[src/rtl/memctrl_arb.sv]
// rtl/memctrl_arb.sv - two-port arbiter and 4-phase access sequencer for MEMCTRL
module memctrl_arb #(
   parameter int AW         = 16,
   parameter int DW         = 8,
   parameter int FIXED_PRIO = 0
) (
   input  logic          CLK,
   input  logic          RST,
   input  logic          P0_VALID,
   output logic          P0_READY,
   input  logic          P0_WE,
   input  logic [AW-1:0] P0_ADDR,
   input  logic [DW-1:0] P0_WDATA,
   input  logic          P1_VALID,
   output logic          P1_READY,
   input  logic          P1_WE,
   input  logic [AW-1:0] P1_ADDR,
   input  logic [DW-1:0] P1_WDATA,
   output logic          RSP_VALID,
   output logic          RSP_ID,
   output logic          RSP_WE,
   output logic [DW-1:0] RSP_RDATA,
   input  logic          BIST_EN,
   output logic          BUSY,
   output logic [AW-1:0] MEM_ADDR,
   output logic          MEM_CE,
   output logic          MEM_CSB,
   output logic [DW-1:0] MEM_IDATA,
   output logic          MEM_OEB,
   output logic          MEM_WEB,
   input  logic [DW-1:0] MEM_ODATA
);

   typedef enum logic [2:0] {IDLE, S_CE, S_SEL, S_HOLD, S_REL} state_t;

   state_t        state_q, state_d;
   logic          last_q, last_d;
   logic [AW-1:0] addr_q, addr_d;
   logic [DW-1:0] wdata_q, wdata_d;
   logic          we_q, we_d;
   logic          id_q, id_d;
   logic          ce_q, ce_d;
   logic          csb_q, csb_d;
   logic          web_q, web_d;
   logic          oeb_q, oeb_d;
   logic [DW-1:0] idata_q, idata_d;
   logic          rsp_valid_q, rsp_valid_d;
   logic          rsp_id_q, rsp_id_d;
   logic          rsp_we_q, rsp_we_d;
   logic [DW-1:0] rdata_q, rdata_d;
   logic          grant;
   logic          can_accept;
   logic          xfer;

   // Arbitration: a lone requester wins; a tie goes to port 0 (fixed) or the port not served last.
   always_comb begin
      grant = 1'b0;
      if (P1_VALID && !P0_VALID) begin
         grant = 1'b1;
      end else if (P0_VALID && P1_VALID && (FIXED_PRIO == 0)) begin
         grant = ~last_q;
      end
   end

   // Handshake is combinational; nothing is accepted while BIST owns the memory or under reset.
   assign can_accept = (state_q == IDLE) && !BIST_EN && !RST;
   assign P0_READY   = can_accept && P0_VALID && !grant;
   assign P1_READY   = can_accept && P1_VALID && grant;
   assign xfer       = P0_READY || P1_READY;
   assign BUSY       = (state_q != IDLE);

   // Next state, request latching and the registered strobe values for the state being entered.
   always_comb begin
      state_d     = state_q;
      last_d      = last_q;
      addr_d      = addr_q;
      wdata_d     = wdata_q;
      we_d        = we_q;
      id_d        = id_q;
      ce_d        = 1'b0;
      csb_d       = 1'b1;
      web_d       = 1'b1;
      oeb_d       = 1'b1;
      idata_d     = '0;
      rsp_valid_d = 1'b0;
      rsp_id_d    = rsp_id_q;
      rsp_we_d    = rsp_we_q;
      rdata_d     = rdata_q;

      case (state_q)
         IDLE: begin
            if (xfer) begin
               state_d = S_CE;
               last_d  = grant;
               id_d    = grant;
               addr_d  = grant ? P1_ADDR  : P0_ADDR;
               wdata_d = grant ? P1_WDATA : P0_WDATA;
               we_d    = grant ? P1_WE    : P0_WE;
            end
         end
         S_CE:    state_d = S_SEL;
         S_SEL:   state_d = S_HOLD;
         S_HOLD:  state_d = S_REL;
         S_REL:   state_d = IDLE;
         default: state_d = IDLE;
      endcase

      case (state_d)
         S_CE: begin
            ce_d = 1'b1;
         end
         S_SEL: begin
            ce_d    = 1'b1;
            csb_d   = 1'b0;
            web_d   = ~we_d;
            oeb_d   = we_d;
            idata_d = we_d ? wdata_d : '0;
         end
         S_HOLD: begin
            csb_d   = 1'b0;
            web_d   = ~we_d;
            oeb_d   = we_d;
            idata_d = we_d ? wdata_d : '0;
         end
         S_REL: begin
            rsp_valid_d = 1'b1;
            rsp_id_d    = id_q;
            rsp_we_d    = we_q;
         end
         default: ;
      endcase

      // Read data is captured on the edge leaving S_HOLD and held across writes.
      if ((state_q == S_HOLD) && !we_q) begin
         rdata_d = MEM_ODATA;
      end
   end

   // State and output registers; reset drops any in-flight access.
   always_ff @(posedge CLK) begin
      if (RST) begin
         state_q     <= IDLE;
         last_q      <= 1'b1;
         addr_q      <= '0;
         wdata_q     <= '0;
         we_q        <= 1'b0;
         id_q        <= 1'b0;
         ce_q        <= 1'b0;
         csb_q       <= 1'b1;
         web_q       <= 1'b1;
         oeb_q       <= 1'b1;
         idata_q     <= '0;
         rsp_valid_q <= 1'b0;
         rsp_id_q    <= 1'b0;
         rsp_we_q    <= 1'b0;
         rdata_q     <= '0;
      end else begin
         state_q     <= state_d;
         last_q      <= last_d;
         addr_q      <= addr_d;
         wdata_q     <= wdata_d;
         we_q        <= we_d;
         id_q        <= id_d;
         ce_q        <= ce_d;
         csb_q       <= csb_d;
         web_q       <= web_d;
         oeb_q       <= oeb_d;
         idata_q     <= idata_d;
         rsp_valid_q <= rsp_valid_d;
         rsp_id_q    <= rsp_id_d;
         rsp_we_q    <= rsp_we_d;
         rdata_q     <= rdata_d;
      end
   end

   assign MEM_ADDR  = addr_q;
   assign MEM_CE    = ce_q;
   assign MEM_CSB   = csb_q;
   assign MEM_WEB   = web_q;
   assign MEM_OEB   = oeb_q;
   assign MEM_IDATA = idata_q;
   assign RSP_VALID = rsp_valid_q;
   assign RSP_ID    = rsp_id_q;
   assign RSP_WE    = rsp_we_q;
   assign RSP_RDATA = rdata_q;

endmodule

[config.mk]
export PLATFORM = sky130hd
export DESIGN_NAME = memctrl_arb
export DESIGN_NICKNAME = d
export VERILOG_FILES = /design/src/rtl/memctrl_arb.sv
export SDC_FILE = /design/constraint.sdc
export NUM_CORES = 1
export LEC_CHECK = 0
export ABC_CLOCK_PERIOD_IN_PS = 2900
export BUFFER_PORTS_ARGS = -buffer_cell sky130_fd_sc_hd__buf_2
export CELL_PAD_IN_SITES_DETAIL_PLACEMENT = 1
export CELL_PAD_IN_SITES_GLOBAL_PLACEMENT = 1
export CORE_MARGIN = 10
export CORE_UTILIZATION = 36
export DETAILED_ROUTE_END_ITERATION = 8
export GPL_ROUTABILITY_DRIVEN = 0
export GPL_TIMING_DRIVEN = 0
export PLACE_DENSITY = 0.87
export SYNTH_ARGS = -nofsm -noshare
export SYNTH_HDL_FRONTEND = slang
export SYNTH_SLANG_ARGS = --single-unit
[constraint.sdc]
create_clock -name CLK -period 2.9 [get_ports CLK]
set_input_delay 0.58 -clock CLK [delete_from_list [all_inputs] [get_ports CLK]]
set_output_delay 0.58 -clock CLK [all_outputs]
set_load 0.005 [all_outputs]
==> results of run 1 <==
==> placed cells by master, fill, tap and decap left out, types with 2 or more instances in the layout <==
cell      instances
a311oi_1          6
nor2b_1           2
mux2i_1           2
clkbuf_8          6
clkbuf_1         15
buf_6             4
a21oi_1           8
inv_1             3
a31oi_1          25
buf_2           109
nand2_1          58
and3_1            3
and2_1            8
dfxtp_1          53
o21ai_0           8
a311oi_2         19
o21a_1            2
nor2_1            6
==> cell families (layout without fill, tap and decap cells) <==
group	Yosys count	in the layout	share of synthesized area, %
xor+xnor	1	1	0.3868
mux	2	2	0.8840
flops	53	53	46.85
compound gates	72	72	27.73
buf+inv	28	139	6.464
simple gates	87	87	17.68
==> flip-flops by register name, indices dropped and copies added, names as in the netlist <==
signal / flops
MEM_ADDR: 16
MEM_CE: 1
MEM_CSB: 1
MEM_IDATA: 8
MEM_OEB: 1
MEM_WEB: 1
RSP_ID: 1
RSP_RDATA: 8
RSP_VALID: 1
RSP_WE: 1
id_q: 1
last_q: 1
state_q: 3
wdata_q: 8
we_q: 1
==> layer usage <==
metal | up-vias | global-route usage, % | part of all wire, %
met1 | 1046 | 15.39 | 39
met5 | - | 0 | 0
met4 | 0 | 3.418 | 0.32
met2 | 60 | 26.55 | 51
li1 | 1088 | - | -
met3 | 2 | 6.920 | 9.8
==> worst max-delay path by stage <==
stage / start / endpoint / slack, ns / depth (start not counted)
final: state_q[2] / P0_READY / 0.79 / 5
after global routing: state_q[2] / P0_READY / 0.66 / 5
after CTS: state_q[2] / P0_READY / 0.78 / 5
after detailed placement: P0_VALID / wdata_q[7] / 0.80 / 5
after global placement: RST / P0_READY / 0.82 / 6
after floorplan: RST / P0_READY / 1.04 / 5
==> metrics by stage <==
| stage | total power, uW | setup WS (ns) | hold WS, ns | cell area, um2 |
|---|---|---|---|---|
| 6_report | 1615 | 0.7900 | 0.4649 | 2990 |
| 4_1_cts | 1630 | 0.7760 | 0.4720 | 2990 |
| 2_1_floorplan | 981.9 | 1.045 | 0.4303 | 2265 |
| 5_1_grt | 1689 | 0.6570 | 0.4914 | 2990 |
| 3_3_place_gp | 1096 | 0.8167 | 0.4366 | 2874 |
| 3_5_place_dp | 1106 | 0.8033 | 0.4490 | 2874 |
==> worst reg2reg max path: stages (launching register included) <==
cell and delay (ns):
dfxtp_1 0.35, a21boi_2 0.36, clkbuf_1 0.46, nand2_1 0.15
a311oi_2 0.30
==> power groups by stage <==
stage          clock [uW]  combinational [uW]  sequential, uW
2_1_floorplan           0                 174             808
6_report              530                 292             792
3_5_place_dp            0                 297             809
3_3_place_gp            0                 289             807
5_1_grt               565                 326             798
4_1_cts               539                 298             793
==> area by class of cell <==
cell class	instances	area, um2
inverter	3	11.26
tap	75	93.84
clock inverter	1	30.03
buffer	25	135.1
fill	757	3035
multi-input combinational	162	1057
timing repair buffer	103	515.5
clock buffer	7	86.33
sequential	53	1061
==> metrics.md, run 1 <==
| Metric | Value |
|---|---|
| Status | complete, no violations |
| Layout Nets | between 400 and 500 |
| Worst Hold Launch | wdata_q[5] |
| Routed Antenna Nets | 0 |
| Worst R2R Path Depth | 4 |
| Post-synth EDFFs | 0 |
| Sequential share of power | 49.1% |
| Final Max Tran Viols | 0 |
| Pint | 1181 uW |
| Worst-case clock buffer depth | 2 |
| Critical Path RT | 2.32 ns |
| Buf/Inv on CP | 2 |
| Die W | around 99 um |
| Vias in the first global route | 2,472 |
| Combinational share of power | 18.1% |
| Worst min path class | flip-flop to flip-flop |
| Post-synthesis sequential area ratio | between 40% and 50% |
| Switching share of power | 26.87% |
| Power Density | 539.9 nW/um2 |
| ANT cells | 0 |
| Final core utilization | roughly half |
| Clock transition at path regs | ~0.090 ns |
| Share of the synthesized area in the top cell type | 46.85% |
| Largest net degree at the start of global routing | 16 |
| Crit path arrival time | 1.53 ns |
| CP Capture Type | output pin |
| Final setup fails | 0 |
| Worst path max stage delay | 0.39 ns |
| Slowest cell on the critical path | dfxtp_1 |
| Inserted Clock Buffers | 5 |
| Post-Syn Area per Cell | 9.320 um2 |
| H-tree depth | 2 |
| R2r endpoint | wdata_q[7] |
| Die height | 99.32 um |
| Syn nets | 306 |
| Num rows | 28 |
| Post-route setup TNS | 0 ns |
| Most common cell in the synthesized netlist | nand2_1 |
| Switch Pwr | 433.9 uW |
| Clk_lat worst skew | 0.30 ns |
| Die area | 9863 um2 |
| Crit Path Max Fanout | 10 |
| Distinct cell type count after synthesis | 33 |
| Hold endpoint | MEM_IDATA[5] |
| Yosys reg bits | 53 |
| Post-DR vias/cell | roughly 5.1 |
| Port bufs | 103 |
| Mapped Cells | 243 |
| Setup Buffers After CTS | 0 |
| DP Cell Count | roughly 420 |
| First-pass GRT wire length | 12.28 mm |
| Share of cells above drive strength 1 | around two fifths |
| Initial DRC count | 26 |
| Clk sink count | 53 |
| DR DRC count | 0 |
| DP HPWL | 5.818 mm |
| Gr usage total | 14.85% |
| P&R area growth vs syn | 32.04% |
| Initial core utilization | 37.58% |
| Syn. warnings | 0 |
| Area leader, netlist | dfxtp_1 |
| CTS root buf | clkbuf_8 |
| GR Overflow Total | 0 |
| Worst vdd ir | 204.7 uV |
| Worst rel slew slack | 50.03% |
| CP delay by family, top | simple AND/OR/NAND/NOR gates |
| Filler-free cell count of the finished design | around 430 |
| Post-synth ARST share | 0% |
| Clock share of power | 32.8% |
| Routed len/inst | 17.45 um |
| Vias | 2,196 |
| Worst r2r src | last_q |
| Hold Fails Final Rpt | 0 |
| Post-CTS Resized | 0 |
| Synth Flop Type | dfxtp_1 |
| Min Tclk post-route | approximately 2.1 ns |
| Core footprint | 6026 um2 |
| Skew final | 0.01386 ns |
| Crit path cell chain | nor3_2, buf_4, nand3_1, nor2_1, buf_2 |
| Worst Path Class, Setup | flip-flop to output pin |
| Setup crit start kind | flip-flop |
| Post-Route WL | 7.484 mm |
| RSZ-0062 raised after global routing | no |
| Max Cap Violations | 0 |
| Top post-synthesis cells by count | nand2_1, dfxtp_1, a31oi_1 |
| Worst R2R Setup Slack | 1.19 ns |
| Leakage | 0.001320 uW |
| Drt first pass iters | 4 |
| Synthesized cell area | 2265 um2 |
| F_max | 473.9 MHz |
| Hold path cells | 1 |
| CTS tree | yes |
| Top Ports | 105 |
| Largest cells by area after synthesis | dfxtp_1, a311oi_2, nand2_1 |
| Final worst-path cycle share | 72.76% |
| Initial antenna violation count | 0 |
| Cts hold-fix bufs | 0 |
| Tightest Pin Transition | approximately 0.75 ns |
Note: power is estimated with default switching activity, not from simulation.
==> run 2: changes to the inputs <==
Settings changed: ABC_CLOCK_PERIOD_IN_PS 2900 to 2000, CORE_UTILIZATION 36 to 33, PLACE_DENSITY 0.87 to 0.81.
Clock period 2.9 ns to 2 ns, I/O delays scaled along.
==> run 2 against run 1 <==
  * Combinational power increased by 49%
  * Final area rose by 0.67%
  * Critical path type unchanged
  * Via count rose by 0.87%
==> metrics.md, run 2 (synthesis results as in run 1) <==
| Metric | Value |
|---|---|
| Status | complete, no violations |
| Num rows | 30 |
| Switching share of power | 27.51% |
| Vias | 2,215 |
| Routed len/inst | 18.00 um |
| Port bufs | 103 |
| First-pass GRT wire length | 12.20 mm |
| Place WS | 0.1336 ns |
| Gr usage total | between 10% and 20% |
| Slowest cell on the critical path | dfxtp_1 |
| Worst vdd ir | 359.5 uV |
| Die area | 10,580 um2 |
| Max Cap Violations | 0 |
| ANT cells | 0 |
| Buf/Inv on CP | 2 |
| Critical Path Sink | P0_READY |
| Die W | between 100 and 150 um |
| Initial antenna violation count | 0 |
| Pint | 1684 uW |
| Sequential share of power | 49.5% |
| Worst R2R Path Depth | 5 |
| Critical Path RT | 1.60 ns |
| Fin Hold WS | ~0.32 ns |
| Drt first pass iters | 4 |
| Most frequent cells in the layout | buf_2, nand2_1, dfxtp_1 |
| Worst r2r src | last_q |
| Final setup fails | 0 |
| Fillers | 851 |
| Min Tclk post-route | about 1.9 ns |
| Worst R2R Setup Slack | 0.27 ns |
| Critical Path Start | state_q[0] |
| Layout Nets | 417 |
| Routed Antenna Nets | 0 |
| CTS tree | yes |
| Initial core utilization | ~34% |
| Final core utilization | 44.80% |
| DR DRC count | 0 |
| Power Density | 771.9 nW/um2 |
| P&R area growth vs syn | 32.93% |
| Setup crit start kind | flip-flop |
| Skew final | 0.01100 ns |
| Share of cells above drive strength 1 | between 40% and 50% |
| Post-DR vias/cell | a little over 5 |
| DP HPWL | 6.026 mm |
| Commonest non-fill, non-tap cell in the layout | buf_2 |
| Tightest Pin Transition | approximately 0.75 ns |
| Crit path cell chain | nor3_4, buf_6, nand3_1, nor2_1, buf_2 |
| Worst-case clock buffer depth | 2 |
| Crit Path Max Fanout | 10 |
| Worst min path class | input port to flip-flop |
| Worst Path Class, Setup | flip-flop to output pin |
| Combinational share of power | between 10% and 20% |
| Worst rel slew slack | 49.96% |
| H-tree depth | 2 |
| Worst path max stage delay | 0.39 ns |
| CTS root buf | clkbuf_8 |
| Initial DRC count | 86 |
| F_max | 530.5 MHz |
| Inserted Clock Buffers | 5 |
| CP Capture Type | output pin |
| GR Overflow Total | 0 |
| Largest net degree at the start of global routing | 17 |
| Clock share of power | a little under a third |
| Clock transition at path regs | 0.10 ns |
| Clk_lat worst skew | 0.30 ns |
| Final worst-path cycle share | 94.26% |
| Core footprint | 6719 um2 |
| Clk sink count | 53 |
| Top Ports | 105 |
| Levels on crit path | 5 |
| Leakage | 0.001323 uW |
| Fin worst setup slack | 0.1149 ns |
| Final Max Tran Viols | 0 |
| Max reg flops | 16 |
| Post-Route WL | 7.828 mm |
| Die height | between 100 and 150 um |
| R2r endpoint | we_q |
| CP delay by family, top | simple AND/OR/NAND/NOR gates |
| Vias in the first global route | roughly 2,400 |
| Cts hold-fix bufs | 0 |
| Hold Fails Final Rpt | 0 |
| Crit path arrival time | 1.49 ns |
| Switch Pwr | about 640 uW |
[run 2: cell types whose count changed in the layout (fill, tap and decap cells not counted), sizes merged]
cell    change
clkinv      +1
buf         +1
clkbuf      -1
[run 2: how the worst min path moves through the flow]
stage	end	from	depth (start not counted)	slack [ns]
floorplan	MEM_IDATA[0]	wdata_q[0]	1	0.43
global placement	MEM_IDATA[5]	wdata_q[5]	1	0.44
detailed placement	MEM_IDATA[7]	wdata_q[7]	1	0.45
CTS	RSP_RDATA[4]	MEM_ODATA[4]	3	0.32
global route	RSP_RDATA[2]	MEM_ODATA[2]	3	0.33
finish	RSP_RDATA[4]	MEM_ODATA[4]	3	0.32
[run 2: timing repair]
action | CTS | global route
setup endpoints to repair | 0 | 1
setup buffers | 0 | 1
resized for setup | 0 | 3
[run 2: per-layer routing]
metal,vias up,part of all wire [%],global-route usage [%],wire [um]
met4,0,0.75,3.529,59
met3,4,8.4,5.027,661
met2,68,49,25.22,3819
met1,1043,42,16.51,3288
li1,1100,-,-,-
met5,-,0,0,0
[run 2: worst min-delay path: stages]
cell and delay, ns:
buf_2 0.09, nand2_1 0.05, a21oi_1 0.05
[run 2: power groups by stage]
stage,clock (uW),sequential (uW),combinational (uW)
floorplan,0,1170,252
global placement,0,1170,424
detailed placement,0,1170,433
CTS,751,1150,435
global route,798,1160,486
finish,736,1150,436
[run 2: layout make-up]
| type | instances | area [um2] | area share, % |
|---|---|---|---|
| well taps | 80 | 100.1 | 3.325 |
| flip-flops and latches | 53 | 1062 | 35.29 |
| clock inverters | 2 | 38.79 | 1.288 |
| multi-input cells | 162 | 1064 | 35.33 |
| plain buffers | 25 | 138.9 | 4.613 |
| clock buffers | 6 | 72.57 | 2.411 |
| inverters | 3 | 11.26 | 0.3741 |
| repair buffers | 104 | 523.0 | 17.37 |
[run 2: stage by stage]
stage                     TNS [ns]  cells  area, um2  total power [uW]
final                            0    435       3010              2324
after floorplan                  0    243       2265              1424
after CTS                        0    434       2992              2336
after global routing      -0.01199    435       3010              2443
after detailed placement         0    426       2880              1607
after global placement           0    426       2880              1594
==> run 3: changes to the inputs <==
Settings changed: MAX_ROUTING_LAYER from default to met4.
==> run 3 against run 2 <==
  * Via count hardly changed
  * Critical path depth stayed put
  * Core utilization stayed put
  * Final area stayed put
  * Largest power group unchanged
  * Flip-flop and latch count stayed put
  * Sequential power hardly changed
  * Worst setup slack better by 0.012 ns
  * Combinational power hardly changed
  * Register-to-register slack better by 0.02 ns
  * Clock power is 0.5% lower
==> metrics.md, run 3 (synthesis results as in run 1) <==
| Metric | Value |
|---|---|
| Die area | 10,580 um2 |
| Max Cap Violations | 0 |
| Hold Fails Final Rpt | 0 |
| Hold path cells | 3 |
| Inserted Clock Buffers | 5 |
| Post-Route WL | 7.828 mm |
| Fin worst setup slack | ~0.13 ns |
| Most frequent cells in the layout | buf_2, nand2_1, dfxtp_1 |
| Levels on crit path | 5 |
| Die W | a little over 100 um |
| Vias in the first global route | 2,441 |
| Port bufs | 103 |
| ANT cells | 0 |
| CP Capture Type | output pin |
| First-pass GRT wire length | 12.17 mm |
| Area of the multi-input gates | 1064 um2 |
| Worst vdd ir | 356.2 uV |
| Skew final | 0.01076 ns |
| Slowest cell on the critical path | dfxtp_1 |
| Clock transition at path regs | 0.10 ns |
| Cts hold-fix bufs | 0 |
| Crit Path Max Fanout | 10 |
| Post-DR vias/cell | about 5.1 |
| Tightest Pin Transition | around 0.76 ns |
| Worst path max stage delay | 0.39 ns |
| Share of cells above drive strength 1 | roughly two fifths |
| Crit path arrival time | approximately 1.5 ns |
| Clk sink count | 53 |
| Placed Instance Area | 2880 um2 |
| Min Tclk post-route | 1.873 ns |
| Layout Nets | approximately 420 |
| Gr usage total | between 10% and 20% |
| Fillers | 851 |
| Initial antenna violation count | 0 |
| Worst Path Class, Setup | flip-flop to output pin |
| Worst R2R Path Depth | 5 |
| Initial core utilization | around 34% |
| GR Overflow Total | 0 |
| Vias | 2,216 |
| Num rows | 30 |
| Routed len/inst | 18.00 um |
| Commonest non-fill, non-tap cell in the layout | buf_2 |
| Core footprint | 6719 um2 |
| Final Max Tran Viols | 0 |
| Fin Hold WS | 0.3266 ns |
| DR DRC count | 0 |
| Routed Antenna Nets | 0 |
| P&R area growth vs syn | 32.93% |
| Buf/Inv on CP | 2 |
| Initial DRC count | 59 |
| Worst rel slew slack | approximately 49% |
| CTS tree | yes |
| Sequential Area | 1062 um2 |
| Leakage | 0.001323 uW |
| Status | complete, no violations |
| Worst-case clock buffer depth | 2 |
| Worst min path class | input port to flip-flop |
| Setup crit start kind | flip-flop |
| CP delay by family, top | simple AND/OR/NAND/NOR gates |
| DP HPWL | between 6 and 7 mm |
| F_max | 533.9 MHz |
| Final core utilization | 44.80% |
| Fin area | 3010 um2 |
| Clk_lat worst skew | 0.30 ns |
| Drt first pass iters | 4 |
| Top Ports | 105 |
| Final worst-path cycle share | 93.65% |
| Final setup fails | 0 |
| Place WS | 0.1336 ns |
| Max reg flops | 16 |
| CTS root buf | clkbuf_8 |
| Critical Path RT | 1.60 ns |
| Largest net degree at the start of global routing | 17 |
| H-tree depth | 2 |
| Power Density | 770.4 nW/um2 |
| Die height | 102.8 um |
| Crit path cell chain | nor3_4, buf_6, nand3_1, nor2_1, buf_2 |
-- run 3: cell counts in the layout (fill, tap and decap cells not counted) --
Identical to the previous run, type by type.
-- run 3: tightest hold or removal path: stages --
cell and delay [ns]:
buf_2 0.09, nand2_1 0.05, a21oi_1 0.05
-- run 3: area by class of cell --
cell class	count	area share [%]
multi-input combinational	162	35.33
inverter	3	0.3741
tap	80	3.325
clock inverter	2	1.288
sequential	53	35.29
buffer	25	4.613
timing repair buffer	104	17.37
clock buffer	6	2.411
-- run 3: repair_timing --
action                                  in CTS  in global routing
setup buffers                                0                  1
endpoints found under the setup margin       0                  1
resized for setup                            0                  3
-- run 3: path summary, 6_finish.rpt --
| kind | startpoint | to | slack [ns] |
|---|---|---|---|
| max | state_q[0] | P0_READY | 0.13 |
| min | MEM_ODATA[4] | RSP_RDATA[4] | 0.33 |
| max reg2reg | last_q | we_q | 0.29 |
| min reg2reg | wdata_q[7] | MEM_IDATA[7] | 0.47 |
-- run 3: report_power, final --
group | internal [uW] | leakage, uW | switching, uW
Combinational | 193 | 0.000835 | 244
Clock | 377 | 0.0000554 | 355
Sequential | 1110 | 0.000432 | 35.8
Total | 1680 | 0.00132 | 635
-- run 3: metrics by stage --
step | instances | setup TNS (ns) | total power [uW]
after floorplan | 243 | 0 | 1424
after global placement | 426 | 0 | 1594
after detailed placement | 426 | 0 | 1607
after CTS | 434 | 0 | 2336
after global routing | 435 | -0.01200 | 2443
final | 435 | 0 | 2319
-- run 3: metal layers --
metal  global-route usage (%)  part of all wire (%)  up-vias  routed length, um
met2                    25.22                    49       64               3847
met5                        -                     0        -                  0
met4                    3.529                  0.60        0                 47
met3                    3.820                   6.5        2                506
met1                    17.22                    44     1052               3427
li1                         -                     -     1098                  -
